File: src/rtl/apb_master_arbiter.sv
// Round-robin arbiter sharing one APB master port between NUM_REQ single-beat
// command requesters, with a PREADY timeout and an id-tagged response channel.
module apb_master_arbiter #(
    parameter int NUM_REQ        = 4,
    parameter int ADDR_WIDTH     = 32,
    parameter int DATA_WIDTH     = 32,
    parameter int TIMEOUT_CYCLES = 256,
    localparam int SW  = DATA_WIDTH / 8,
    localparam int IDW = (NUM_REQ > 1) ? $clog2(NUM_REQ) : 1
) (
    input  logic                           aclk,
    input  logic                           areset,
    input  logic [NUM_REQ-1:0]             req_valid,
    output logic [NUM_REQ-1:0]             req_ready,
    input  logic [NUM_REQ-1:0]             req_write,
    input  logic [NUM_REQ*ADDR_WIDTH-1:0]  req_addr,
    input  logic [NUM_REQ*DATA_WIDTH-1:0]  req_wdata,
    input  logic [NUM_REQ*SW-1:0]          req_strb,
    output logic                           rsp_valid,
    input  logic                           rsp_ready,
    output logic [IDW-1:0]                 rsp_id,
    output logic [DATA_WIDTH-1:0]          rsp_rdata,
    output logic                           rsp_error,
    output logic                           rsp_timeout,
    output logic                           PSEL,
    output logic                           PENABLE,
    output logic                           PWRITE,
    output logic [ADDR_WIDTH-1:0]          PADDR,
    output logic [DATA_WIDTH-1:0]          PWDATA,
    output logic [SW-1:0]                  PSTRB,
    input  logic [DATA_WIDTH-1:0]          PRDATA,
    input  logic                           PREADY,
    input  logic                           PSLVERR
);

    localparam int  CW      = (TIMEOUT_CYCLES > 1) ? $clog2(TIMEOUT_CYCLES) : 1;
    localparam int  TO_LAST = (TIMEOUT_CYCLES > 0) ? TIMEOUT_CYCLES - 1 : 0;
    localparam bit  TO_EN   = (TIMEOUT_CYCLES != 0);

    typedef enum logic [1:0] {IDLE = 2'd0, SETUP = 2'd1, ACCESS = 2'd2, RESP = 2'd3} state_t;

    state_t                state_r, state_n_s;
    logic [IDW-1:0]        last_grant_r;
    logic                  cmd_write_r;
    logic [ADDR_WIDTH-1:0] cmd_addr_r;
    logic [DATA_WIDTH-1:0] cmd_wdata_r;
    logic [SW-1:0]         cmd_strb_r;
    logic [CW-1:0]         cnt_r;
    logic [DATA_WIDTH-1:0] rsp_rdata_r;
    logic                  rsp_error_r;
    logic                  rsp_timeout_r;

    logic                  grant_found_s;
    logic [IDW-1:0]        grant_idx_s;
    logic [NUM_REQ-1:0]    req_ready_s;
    logic                  latch_s;
    logic                  done_s;
    logic                  timeout_s;
    logic                  psel_s;
    logic                  penable_s;
    logic                  resp_s;

    // Round-robin search upward from last_grant+1; the descending loop lets the nearest requester win.
    always_comb begin
        grant_found_s = 1'b0;
        grant_idx_s   = '0;
        for (int k = NUM_REQ; k >= 1; k--) begin
            if (req_valid[(int'(last_grant_r) + k) % NUM_REQ]) begin
                grant_found_s = 1'b1;
                grant_idx_s   = IDW'((int'(last_grant_r) + k) % NUM_REQ);
            end else begin
                grant_found_s = grant_found_s;
            end
        end
    end

    // Next-state decode and per-state control strobes.
    always_comb begin
        state_n_s   = state_r;
        req_ready_s = '0;
        latch_s     = 1'b0;
        done_s      = 1'b0;
        timeout_s   = 1'b0;
        case (state_r)
            IDLE: begin
                // Holding ready low during reset keeps a requester from seeing a phantom accept.
                if (grant_found_s && !areset) begin
                    req_ready_s = {{(NUM_REQ-1){1'b0}}, 1'b1} << grant_idx_s;
                    latch_s     = 1'b1;
                    state_n_s   = SETUP;
                end else begin
                    state_n_s = IDLE;
                end
            end
            SETUP: begin
                state_n_s = ACCESS;
            end
            ACCESS: begin
                if (PREADY) begin
                    done_s    = 1'b1;
                    state_n_s = RESP;
                end else if (TO_EN && (cnt_r == CW'(TO_LAST))) begin
                    timeout_s = 1'b1;
                    state_n_s = RESP;
                end else begin
                    state_n_s = ACCESS;
                end
            end
            RESP: begin
                if (rsp_ready) begin
                    state_n_s = IDLE;
                end else begin
                    state_n_s = RESP;
                end
            end
            default: begin
                state_n_s = IDLE;
            end
        endcase
    end

    // FSM state register.
    always_ff @(posedge aclk or posedge areset) begin
        if (areset) begin
            state_r <= IDLE;
        end else begin
            state_r <= state_n_s;
        end
    end

    // Command latch, arbitration pointer, access-phase counter and response capture.
    always_ff @(posedge aclk or posedge areset) begin
        if (areset) begin
            last_grant_r  <= IDW'(NUM_REQ - 1);
            cmd_write_r   <= 1'b0;
            cmd_addr_r    <= '0;
            cmd_wdata_r   <= '0;
            cmd_strb_r    <= '0;
            cnt_r         <= '0;
            rsp_rdata_r   <= '0;
            rsp_error_r   <= 1'b0;
            rsp_timeout_r <= 1'b0;
        end else begin
            if (latch_s) begin
                last_grant_r <= grant_idx_s;
                cmd_write_r  <= req_write[grant_idx_s];
                cmd_addr_r   <= req_addr[int'(grant_idx_s)*ADDR_WIDTH +: ADDR_WIDTH];
                cmd_wdata_r  <= req_wdata[int'(grant_idx_s)*DATA_WIDTH +: DATA_WIDTH];
                cmd_strb_r   <= req_strb[int'(grant_idx_s)*SW +: SW];
            end
            if (state_r == SETUP) begin
                cnt_r <= '0;
            end else if (state_r == ACCESS) begin
                cnt_r <= cnt_r + CW'(1);
            end
            if (done_s) begin
                rsp_rdata_r   <= cmd_write_r ? '0 : PRDATA;
                rsp_error_r   <= PSLVERR;
                rsp_timeout_r <= 1'b0;
            end else if (timeout_s) begin
                rsp_rdata_r   <= '0;
                rsp_error_r   <= 1'b1;
                rsp_timeout_r <= 1'b1;
            end
        end
    end

    assign psel_s    = (state_r == SETUP) || (state_r == ACCESS);
    assign penable_s = (state_r == ACCESS);
    assign resp_s    = (state_r == RESP);

    assign req_ready   = req_ready_s;
    assign PSEL        = psel_s;
    assign PENABLE     = penable_s;
    assign PWRITE      = psel_s & cmd_write_r;
    assign PADDR       = psel_s ? cmd_addr_r : '0;
    assign PWDATA      = (psel_s && cmd_write_r) ? cmd_wdata_r : '0;
    assign PSTRB       = (psel_s && cmd_write_r) ? cmd_strb_r : '0;
    assign rsp_valid   = resp_s;
    assign rsp_id      = resp_s ? last_grant_r : '0;
    assign rsp_rdata   = rsp_rdata_r;
    assign rsp_error   = rsp_error_r;
    assign rsp_timeout = rsp_timeout_r;

endmodule

File: config.mk
export PLATFORM = sky130hd
export DESIGN_NAME = apb_master_arbiter
export DESIGN_NICKNAME = d
export VERILOG_FILES = /design/src/rtl/apb_master_arbiter.sv
export SDC_FILE = /design/constraint.sdc
export NUM_CORES = 1
export LEC_CHECK = 0
export ABC_AREA = 1
export CORE_AREA = 2 2 168 170
export CTS_BUF_LIST = sky130_fd_sc_hd__clkbuf_8
export DETAILED_ROUTE_END_ITERATION = 8
export DIE_AREA = 0 0 170 172
export DONT_BUFFER_PORTS = 1
export GPL_TIMING_DRIVEN = 0
export PLACE_DENSITY_LB_ADDON = 0.3
export SYNTH_ARGS = -nofsm -noshare
export SYNTH_HDL_FRONTEND = slang
export SYNTH_SLANG_ARGS = --single-unit
File: constraint.sdc
create_clock -name aclk -period 4.5 [get_ports aclk]
set_input_delay 0 -clock aclk [delete_from_list [all_inputs] [get_ports aclk]]
set_output_delay 0 -clock aclk [all_outputs]
set_load 0.01 [all_outputs]
==> results of run 1 <==
## area by class of cell
cell class / count / area share, %
multi-input cells: 858 / 32.77
plain buffers: 79 / 3.918
inverters: 276 / 9.124
clock buffers: 17 / 2.041
flip-flops and latches: 115 / 25.12
diodes: 1 / 0.02183
repair buffers: 239 / 21.02
well taps: 346 / 3.776
clock inverters: 14 / 2.205
## state kept, by name (all words and copies together), names as in the netlist
register and cells:
rsp_error 1, cmd_wdata_r 32, cmd_addr_r 32, last_grant_r 2
rsp_timeout 1, cmd_strb_r 4, rsp_rdata 32, cnt_r 8
state_r 2, cmd_write_r 1
## power breakdown
part | total [µW] | leakage [µW] | switching [µW] | internal, µW
sequential | 1910 | 0.00145 | 369 | 1540
combinational | 6700 | 0.00467 | 4010 | 2690
clock | 1250 | 0.000242 | 525 | 724
total | 9860 | 0.00636 | 4900 | 4950
## worst register-to-register path, cell delays in order, from the launching register on
cell and delay, ps:
dfstp_2 530, buf_6 130, nand2_1 60, nand2_1 90, nand2_1 90, nand2_2 110, nand2_2 70, nand3_2 80
buf_2 330, buf_2 320, nand3_1 170, nand2_1 120, dlygate4sd3_1 580, nand3_1 80, nand3_1 80, dlygate4sd3_1 550
## kinds of logic after synthesis
| kind of cell | after synthesis |
|---|---|
| and+or+nand+nor | 801 |
| buffers and inverters | 355 |
| DFF | 115 |
| muxes | 1 |
| adders and majority gates | 5 |
| AOI/OAI and AO/OA | 51 |
## layout by cell type (no fill, tap or decap), drive strengths merged
master / netlist / layout
mux2i: 1 / 1
nand3b: 2 / 2
dlygate4sd3: 0 / 238
clkbuf: 15 / 32
nand4: 3 / 3
clkinv: 0 / 6
ha: 5 / 5
nand2: 454 / 454
nand3: 268 / 268
nor3: 4 / 4
dfstp: 2 / 2
o22a: 1 / 1
nor2: 66 / 66
dfrtp: 113 / 113
bufinv: 0 / 6
buf: 64 / 65
diode: 0 / 1
or2: 2 / 2
o21ai: 38 / 38
a21boi: 2 / 2
inv: 276 / 278
a21oi: 10 / 10
and3: 1 / 1
nor3b: 1 / 1
## metrics by stage
stage          cell area [µm²]  hold slack [ps]  setup slack, ps  utilization [%]
6_report                 11460            96.66             1029            41.73
5_1_grt                  11460            122.0            839.5            41.73
4_1_cts                  11460            47.45             1096            41.72
3_5_place_dp              8593           -5.096             1637            31.28
3_3_place_gp              8561            135.2           -172.7            31.16
2_1_floorplan             8128            132.9             1459                -
## worst paths after layout
kind,startpoint,end,slack (ps),depth (start not counted)
setup / recovery,last_grant_r[0],cmd_addr_r[26],1030,15
hold / removal,areset,last_grant_r[0],100,4
setup reg to reg,last_grant_r[0],cmd_addr_r[26],1030,15
hold reg to reg,cnt_r[7],cnt_r[7],470,1
max in group asynchronous,areset,cmd_wdata_r[15],3620,3
min in group asynchronous,areset,rsp_error,160,2
## metal layers
layer	GRT usage, %	share of wire (%)	vias to the layer above	wire (µm)
li1	-	-	4519	-
met1	27.50	40	4458	14340
met2	42.59	49	467	17450
met3	5.585	8.0	78	2861
met4	9.848	3.4	0	1227
met5	0	0	-	0
==> flow_summary.json, run 1 <==
{
  "status": "complete, no violations",
  "register_area_um2": 2880,
  "yosys_warnings": 0,
  "finalSetupViolations": 0,
  "area_growth_pct": 41.06,
  "finalSetupTns_ps": 0,
  "yosys.cell_count.top_type": "nand2_1",
  "crit_type": "register to register",
  "cpMostUsedCell": "nand2_1",
  "die_w_um": 170,
  "cap_violations": 0,
  "multi_input_area_um2": 3757,
  "synth_edf_count": 0,
  "fillers": 2939,
  "grt_overflow": 0,
  "ys_seq_area_share_pct": 35.44,
  "period_share_pct": 77.13,
  "totalPowerFinal_uw": 9855,
  "numCtsBuffers": 17,
  "antenna_found_initial": 1,
  "num_rows": 61,
  "synth_top_area_cell": "dfrtp_1",
  "synthArstFlopShare_pct": 100.0,
  "synthXorXnorAreaFrac_pct": 0,
  "min_path_type": "input port to register",
  "wl_per_cell_um": 18.44,
  "p_per_area_nw_per_um2": 859.6,
  "ant_nets": 0,
  "ir_drop_v": 0.0003480,
  "vias": 9522,
  "crit_buf_inv": 5,
  "fin_cells": 1945,
  "synth_top_family_by_area": "simple AND/OR/NAND/NOR gates",
  "numClockSinks": 115,
  "netlist_area_um2": 8128,
  "root_buffer": "clkbuf_8",
  "rsz0062_at_grt": "false",
  "postCtsSetupRepairBufs": 0,
  "slew_violations": 0,
  "path_cells": "buf_6, nand2_1, nand2_1, nand2_1, nand2_2, nand2_2, nand3_2, buf_2, buf_2, nand3_1, nand2_1, dlygate4sd3_1, nand3_1, nand3_1, dlygate4sd3_1",
  "synthTopCellsByCount": "nand2_1 (447), inv_1 (267), nand3_1 (267), dfrtp_1 (113), nor2_1 (62)",
  "synthAdderAreaFrac_pct": 0.7697,
  "synthDistinctLibCells": 30,
  "finalHoldViolCount": 0,
  "start_util_pct": 29.58,
  "dieArea_um2": 29240,
  "cts_resized": 0,
  "io_buffers": 0,
  "initialDrtViolationCount": 531,
  "worstPathMaxFanout": 10,
  "synth.top_cell.area_share_pct": 34.79,
  "crit_path_end_kind": "register",
  "drc_errors": 0,
  "skew_ps": 18.82,
  "htree_levels": 4,
  "drt-vias-per-instance": 4.896,
  "max_freq_ghz": 0.2881,
  "crit_required_ps": 4880,
  "drt_first_pass_iters": 5,
  "grt_start_max_net_pins": 63,
  "grt_first_pass_wirelength_mm": 52.73,
  "synthSimpleGateAreaFrac_pct": 42.09,
  "coreArea_um2": 27480,
  "period_needed_ps": 3471,
  "synthMuxAreaShare_pct": 0.1232,
  "max_slew.worst_pin.slew_ps": 955.4,
  "routabilityCongestion": 0.8586,
  "nNetsFinal": 1908,
  "die_height_um": 172,
  "io_pins": 429,
  "synth.net_count": 1650,
  "power.leakage_uw": 0.006359,
  "grt_pass1_vias": 9646,
  "clkSlewWorstSetupHoldPaths_ps": 90,
  "gr-usage-all-layers_pct": 23.86,
  "start_kind": "register",
  "cts_tree": "yes",
  "yosys-top-cells-area": "dfrtp_1 (35%), nand2_1 (21%), nand3_1 (16%)",
  "hpwlAfterDp_mm": 25.81,
  "syn_area_per_cell_um2": 6.120,
  "syn_inst": 1328,
  "cts_max_path_buffers": 2,
  "synth_seq_cells": 115,
  "cp_top_family": "buffers and inverters",
  "clock_latency_ps": 440,
  "cpPeakStageDelay_ps": 580,
  "drive_gt1_share_pct": 7.259,
  "critical-path-slowest-cell": "dlygate4sd3_1",
  "dpl.cell_count": 1675,
  "synth_compound_area_share_pct": 3.248,
  "totalWireLength_mm": 35.88,
  "yosys_most_used_dff": "dfrtp_1",
  "worstPathArrival_ps": 3850,
  "maxSlewHeadroom_pct": 36.31,
  "hold_buffers": 238
}
(Power assumes the default switching activity.)
==> run 2: changes to the inputs <==
- CORE_AREA: 2 2 168 170 -> 2 2 165 167
- DIE_AREA: 0 0 170 172 -> 0 0 167 169
- clock period: 4.5 -> 2.8 ns (I/O delays scaled with it)
==> run 2 against run 1 <==
First-iteration DRC count rose by 38%. Core utilization rose by 5.4 points. Sequential power rose by 61%. Total power rose by 61%. Sequential share of layout area fell by 2.0 points. Combinational power rose by 67%. Via count rose by 7.7%. Critical endpoint is now cmd_wdata_r[16].
==> flow_summary.json, run 2 (same netlist as run 1, synthesis figures left out) <==
{
  "status": "complete, no violations",
  "crit_path_end_kind": "register",
  "clock_latency_ps": 440,
  "cap_violations": 0,
  "placed_area_um2": 8618,
  "drt_first_pass_iters": 6,
  "totalWireLength_mm": 37.86,
  "dieArea_um2": 28220,
  "root_buffer": "clkbuf_8",
  "antenna_found_initial": 0,
  "slew_violations": 0,
  "io_buffers": 0,
  "grt_pass1_vias": 10280,
  "start_kind": "register",
  "r2r_slack_ps": 110,
  "wl_per_cell_um": 18.73,
  "grt_first_pass_wirelength_mm": 56.60,
  "multi_input_area_um2": 3832,
  "hold_slack_ps": 80.77,
  "num_rows": 60,
  "max_freq_ghz": 0.3715,
  "die_height_um": 169,
  "grt_overflow": 0,
  "gr-usage-all-layers_pct": 25.80,
  "register_area_um2": 2880,
  "finalHoldViolCount": 0,
  "clkSlewWorstSetupHoldPaths_ps": 80,
  "routabilityCongestion": 0.9236,
  "coreArea_um2": 26500,
  "period_needed_ps": 2692,
  "rsz0062_at_grt": "true",
  "ir_drop_v": 0.0007852,
  "max_slew.worst_pin.slew_ps": 525.8,
  "skew_ps": 21.62,
  "worstPathArrival_ps": 3010,
  "fin_util_pct": 47.11,
  "nNetsFinal": 1991,
  "period_share_pct": 96.15,
  "numClockSinks": 115,
  "maxSlewHeadroom_pct": 64.95,
  "cts_max_path_buffers": 2,
  "drc_errors": 0,
  "drt-vias-per-instance": 5.073,
  "finalSetupViolations": 0,
  "layout_common_cells": "nand2_1 (437), dlygate4sd3_1 (309), inv_1 (266)",
  "crit_required_ps": 3120,
  "start_util_pct": 30.67,
  "htree_levels": 4,
  "worstPathMaxFanout": 9,
  "hpwlAfterDp_mm": 25.39,
  "ant_nets": 0,
  "layout_commonest_cell": "nand2_1",
  "numCtsBuffers": 17,
  "initialDrtViolationCount": 734,
  "drive_gt1_share_pct": 8.983,
  "min_path_type": "input port to register",
  "cts_tree": "yes",
  "vias": 10260,
  "power.leakage_uw": 0.006713,
  "crit_type": "register to register",
  "diodes": 0,
  "die_w_um": 167,
  "grt_start_max_net_pins": 39,
  "fillers": 2515,
  "design_area_um2": 12480,
  "io_pins": 429,
  "totalPowerFinal_uw": 15860,
  "p_per_area_nw_per_um2": 1271,
  "area_growth_pct": 53.59
}
[run 2: cell types whose count changed in the layout (fill, tap and decap cells not counted), moves of 7 or more]
cell           before  now
nand2_1           447  437
buf_6               6   15
dlygate4sd3_1     238  309
nand2_2             7   14
buf_2              35   21
buf_12              0    7
buf_8               0    8
[run 2: per-stage QoR]
| stage | cells | setup WS [ps] | setup TNS [ps] |
|---|---|---|---|
| 2_1_floorplan | 1328 | 950.1 | 0 |
| 3_3_place_gp | 1669 | -67.21 | -107.5 |
| 3_5_place_dp | 1672 | -29.84 | -54.03 |
| 4_1_cts | 2011 | 19.50 | 0 |
| 5_1_grt | 2022 | -33.65 | -268.5 |
| 6_report | 2022 | 107.9 | 0 |
[run 2: repair_timing]
action                                 CTS  global route
setup buffers                            0             8
gates cloned                             0             2
hold buffers                           308             5
resized for setup                        5            91
endpoints found under the hold margin  221             3
setup endpoints to repair               47            65
pin swaps                                0            10
[run 2: power breakdown]
group          internal, µW  switching [µW]  total, µW
Sequential             2470             599       3070
Combinational          4440            6740      11200
Clock                   808             805       1610
[run 2: cell type report]
cell class	instances	area share, %
multi-input cells	858	30.70
repair buffers	323	26.30
flip-flops and latches	115	23.07
inverters	276	8.389
plain buffers	78	5.042
well taps	341	3.418
clock buffers	18	1.985
clock inverters	13	1.093
[run 2: worst paths after layout]
| check | depth (start not counted) | endpoint | start |
|---|---|---|---|
| hold / removal | 5 | cmd_addr_r[8] | req_addr[72] |
| setup reg to reg | 17 | cmd_wdata_r[16] | last_grant_r[0] |
| max in group asynchronous | 4 | cmd_wdata_r[1] | areset |
| hold reg to reg | 1 | cnt_r[7] | cnt_r[7] |
| min in group asynchronous | 2 | last_grant_r[0] | areset |
| setup / recovery | 17 | cmd_wdata_r[16] | last_grant_r[0] |
[run 2: worst max-delay path, cell delays in order, from the launching register on]
cell and delay [ps]:
dfstp_2 530, buf_6 130, inv_6 50, nand2_1 70
nand2_2 60, nand2_2 100, nand2_4 70, nand2_2 80
nand2_1 60, nand2_2 130, nand2_4 120, inv_4 100
buf_12 140, clkbuf_16 140, nand2_1 50, nand3_1 80
dlygate4sd3_1 560, nand3_1 90
[run 2: layer usage]
metal	global-route usage, %	up-vias	part of all wire (%)
li1	-	4688	-
met5	0	-	0
met4	12.03	0	5.0
met2	44.77	669	48
met1	30.31	4733	39
met3	5.845	167	8.3
==> run 3: changes to the inputs <==
==> constraint.sdc (replaced) <==
create_clock -name aclk -period 2.8 [get_ports aclk]
set_input_delay 0.42 -clock aclk [delete_from_list [all_inputs] [get_ports aclk]]
set_output_delay 0.42 -clock aclk [all_outputs]
set_load 0.01 [all_outputs]
==> run 3 against run 2 <==
Via count decreased by 18%. Clock power about the same. Core utilization decreased by 12 points. Total power decreased by 15%. Combinational power decreased by 21%. Cell area decreased by 26%. Sequential share of layout area increased by 8.1 points. Die area unchanged. Maximum frequency increased by 2.1%. First-iteration DRC count decreased by 24%. Worst hold slack improved by 43 ps. Highest routed layer unchanged.
==> flow_summary.json, run 3 (same netlist as run 1, synthesis figures left out) <==
{
  "multi_input_area_um2": 3894,
  "status": "complete, no violations",
  "fin_util_pct": 34.82,
  "numCtsBuffers": 17,
  "coreArea_um2": 26500,
  "fin_ws_ps": 164.2,
  "worstPathMaxFanout": 10,
  "initialDrtViolationCount": 558,
  "register_area_um2": 2880,
  "cp_top_family": "simple AND/OR/NAND/NOR gates",
  "root_buffer": "clkbuf_8",
  "io_buffers": 0,
  "crit_buf_inv": 4,
  "hpwlAfterDp_mm": 25.39,
  "power.leakage_uw": 0.005423,
  "clock_latency_ps": 440,
  "clkSlewWorstSetupHoldPaths_ps": 80,
  "htree_levels": 4,
  "finalSetupViolations": 0,
  "die_height_um": 169,
  "routabilityCongestion": 0.9236,
  "period_needed_ps": 2636,
  "num_rows": 60,
  "nNetsFinal": 1674,
  "ant_nets": 0,
  "period_share_pct": 94.14,
  "die_w_um": 167,
  "layout_commonest_cell": "nand2_1",
  "cts_tree": "yes",
  "gr-usage-all-layers_pct": 22.58,
  "numClockSinks": 115,
  "antenna_found_initial": 1,
  "drt-vias-per-instance": 4.930,
  "max_freq_ghz": 0.3794,
  "crit_required_ps": 2380,
  "drc_errors": 0,
  "cpMostUsedCell": "nand2_1",
  "skew_ps": 18.76,
  "path_cells": "buf_6, inv_6, nand2_1, nand3_1, nand2_1, inv_2, nand2_1, nand2_2, nor2_4, buf_6, nor3_4",
  "max_slew.worst_pin.slew_ps": 512.5,
  "grt_start_max_net_pins": 39,
  "start_kind": "register",
  "ir_drop_v": 0.0006459,
  "place_ws_ps": -449.8,
  "maxSlewHeadroom_pct": 65.83,
  "totalWireLength_mm": 32.47,
  "area_growth_pct": 13.53,
  "dieArea_um2": 28220,
  "vias": 8410,
  "fillers": 2961,
  "critical-path-slowest-cell": "dfstp_2",
  "crit_type": "register to output pin",
  "p_per_area_nw_per_um2": 1468,
  "cts_max_path_buffers": 2,
  "worstPathArrival_ps": 2220,
  "finalHoldViolCount": 0,
  "slew_violations": 0,
  "grt_overflow": 0,
  "layout_common_cells": "nand2_1 (445), nand3_1 (266), inv_1 (265)",
  "grt_pass1_vias": 8187,
  "drive_gt1_share_pct": 11.88,
  "start_util_pct": 30.67,
  "min_path_type": "input port to register",
  "crit_path_end_kind": "output pin",
  "io_pins": 429,
  "drt_first_pass_iters": 5,
  "wl_per_cell_um": 19.03,
  "grt_first_pass_wirelength_mm": 48.65,
  "cap_violations": 0,
  "finalSetupTns_ps": 0,
  "cpPeakStageDelay_ps": 530
}
==> run 3: changes by cell type in the layout (fill, tap and decap cells not counted), moves of 9 or more <==
cell	previous run	this run
dlygate4sd3_1	309	1
nor2_1	60	35
buf_2	21	35
buf_6	15	6
buf_4	12	21
nor2_2	3	28
==> run 3: per-stage QoR <==
step                cell area, µm²  hold slack, ps  std cells  power, µW
finish                        9228           123.7       1706      13550
floorplan                     8132           437.6       1328       8867
global placement              8558           453.3       1669      11560
detailed placement            8618           200.5       1672      11640
CTS                           9107           83.22       1703      13480
global route                  9228           90.86       1706      14810
==> run 3: final timing paths <==
check / slack (ps) / endpoint / depth (start not counted) / startpoint
worst max-delay path: 160 / req_ready[1] / 11 / last_grant_r[0]
worst min-delay path: 120 / cmd_wdata_r[3] / 2 / req_wdata[99]
worst max register to register: 320 / cmd_addr_r[29] / 13 / last_grant_r[0]
worst min register to register: 470 / cnt_r[7] / 1 / cnt_r[7]
max in group asynchronous: 1700 / cmd_wdata_r[1] / 4 / areset
min in group asynchronous: 380 / cmd_wdata_r[30] / 2 / areset
==> run 3: worst reg2reg max path, stage by stage, from the launching register on <==
cell and delay [ps]:
dfstp_2 530, buf_6 130, nand2_1 60, nand2_1 100
nand2_1 90, nand2_2 110, inv_2 40, nand3_1 120
nand2_4 90, buf_4 160, nor2_4 220, buf_2 400
nand3_1 230, nand3_1 130
==> run 3: power by group <==
| group | internal, µW | switching (µW) |
|---|---|---|
| registers | 2470 | 586 |
| clock network | 808 | 801 |
| logic | 2710 | 6180 |
==> run 3: final cells by class <==
| type | instances | area share [%] |
|---|---|---|
| Tap cell | 341 | 4.624 |
| Buffer | 77 | 5.369 |
| Antenna cell | 1 | 0.02712 |
| Timing Repair Buffer | 7 | 1.003 |
| Multi-Input combinational cell | 858 | 42.20 |
| Sequential cell | 115 | 31.21 |
| Clock inverter | 13 | 1.478 |
| Clock buffer | 18 | 2.685 |
| Inverter | 276 | 11.40 |
==> run 3: metal layers <==
metal,share of wire (%),GRT usage [%]
met5,0,0
met4,2.3,6.859
met3,6.9,5.284
met2,49,38.86
met1,42,28.10
==> run 3: repair_timing <==
action / 4_1_cts / 5_1_grt
endpoints found under the setup margin: 71 / 43
hold buffers: 1 / 0
gates resized for setup: 37 / 40
pin swaps: 0 / 3
setup buffers: 0 / 3
endpoints found under the hold margin: 76 / 0
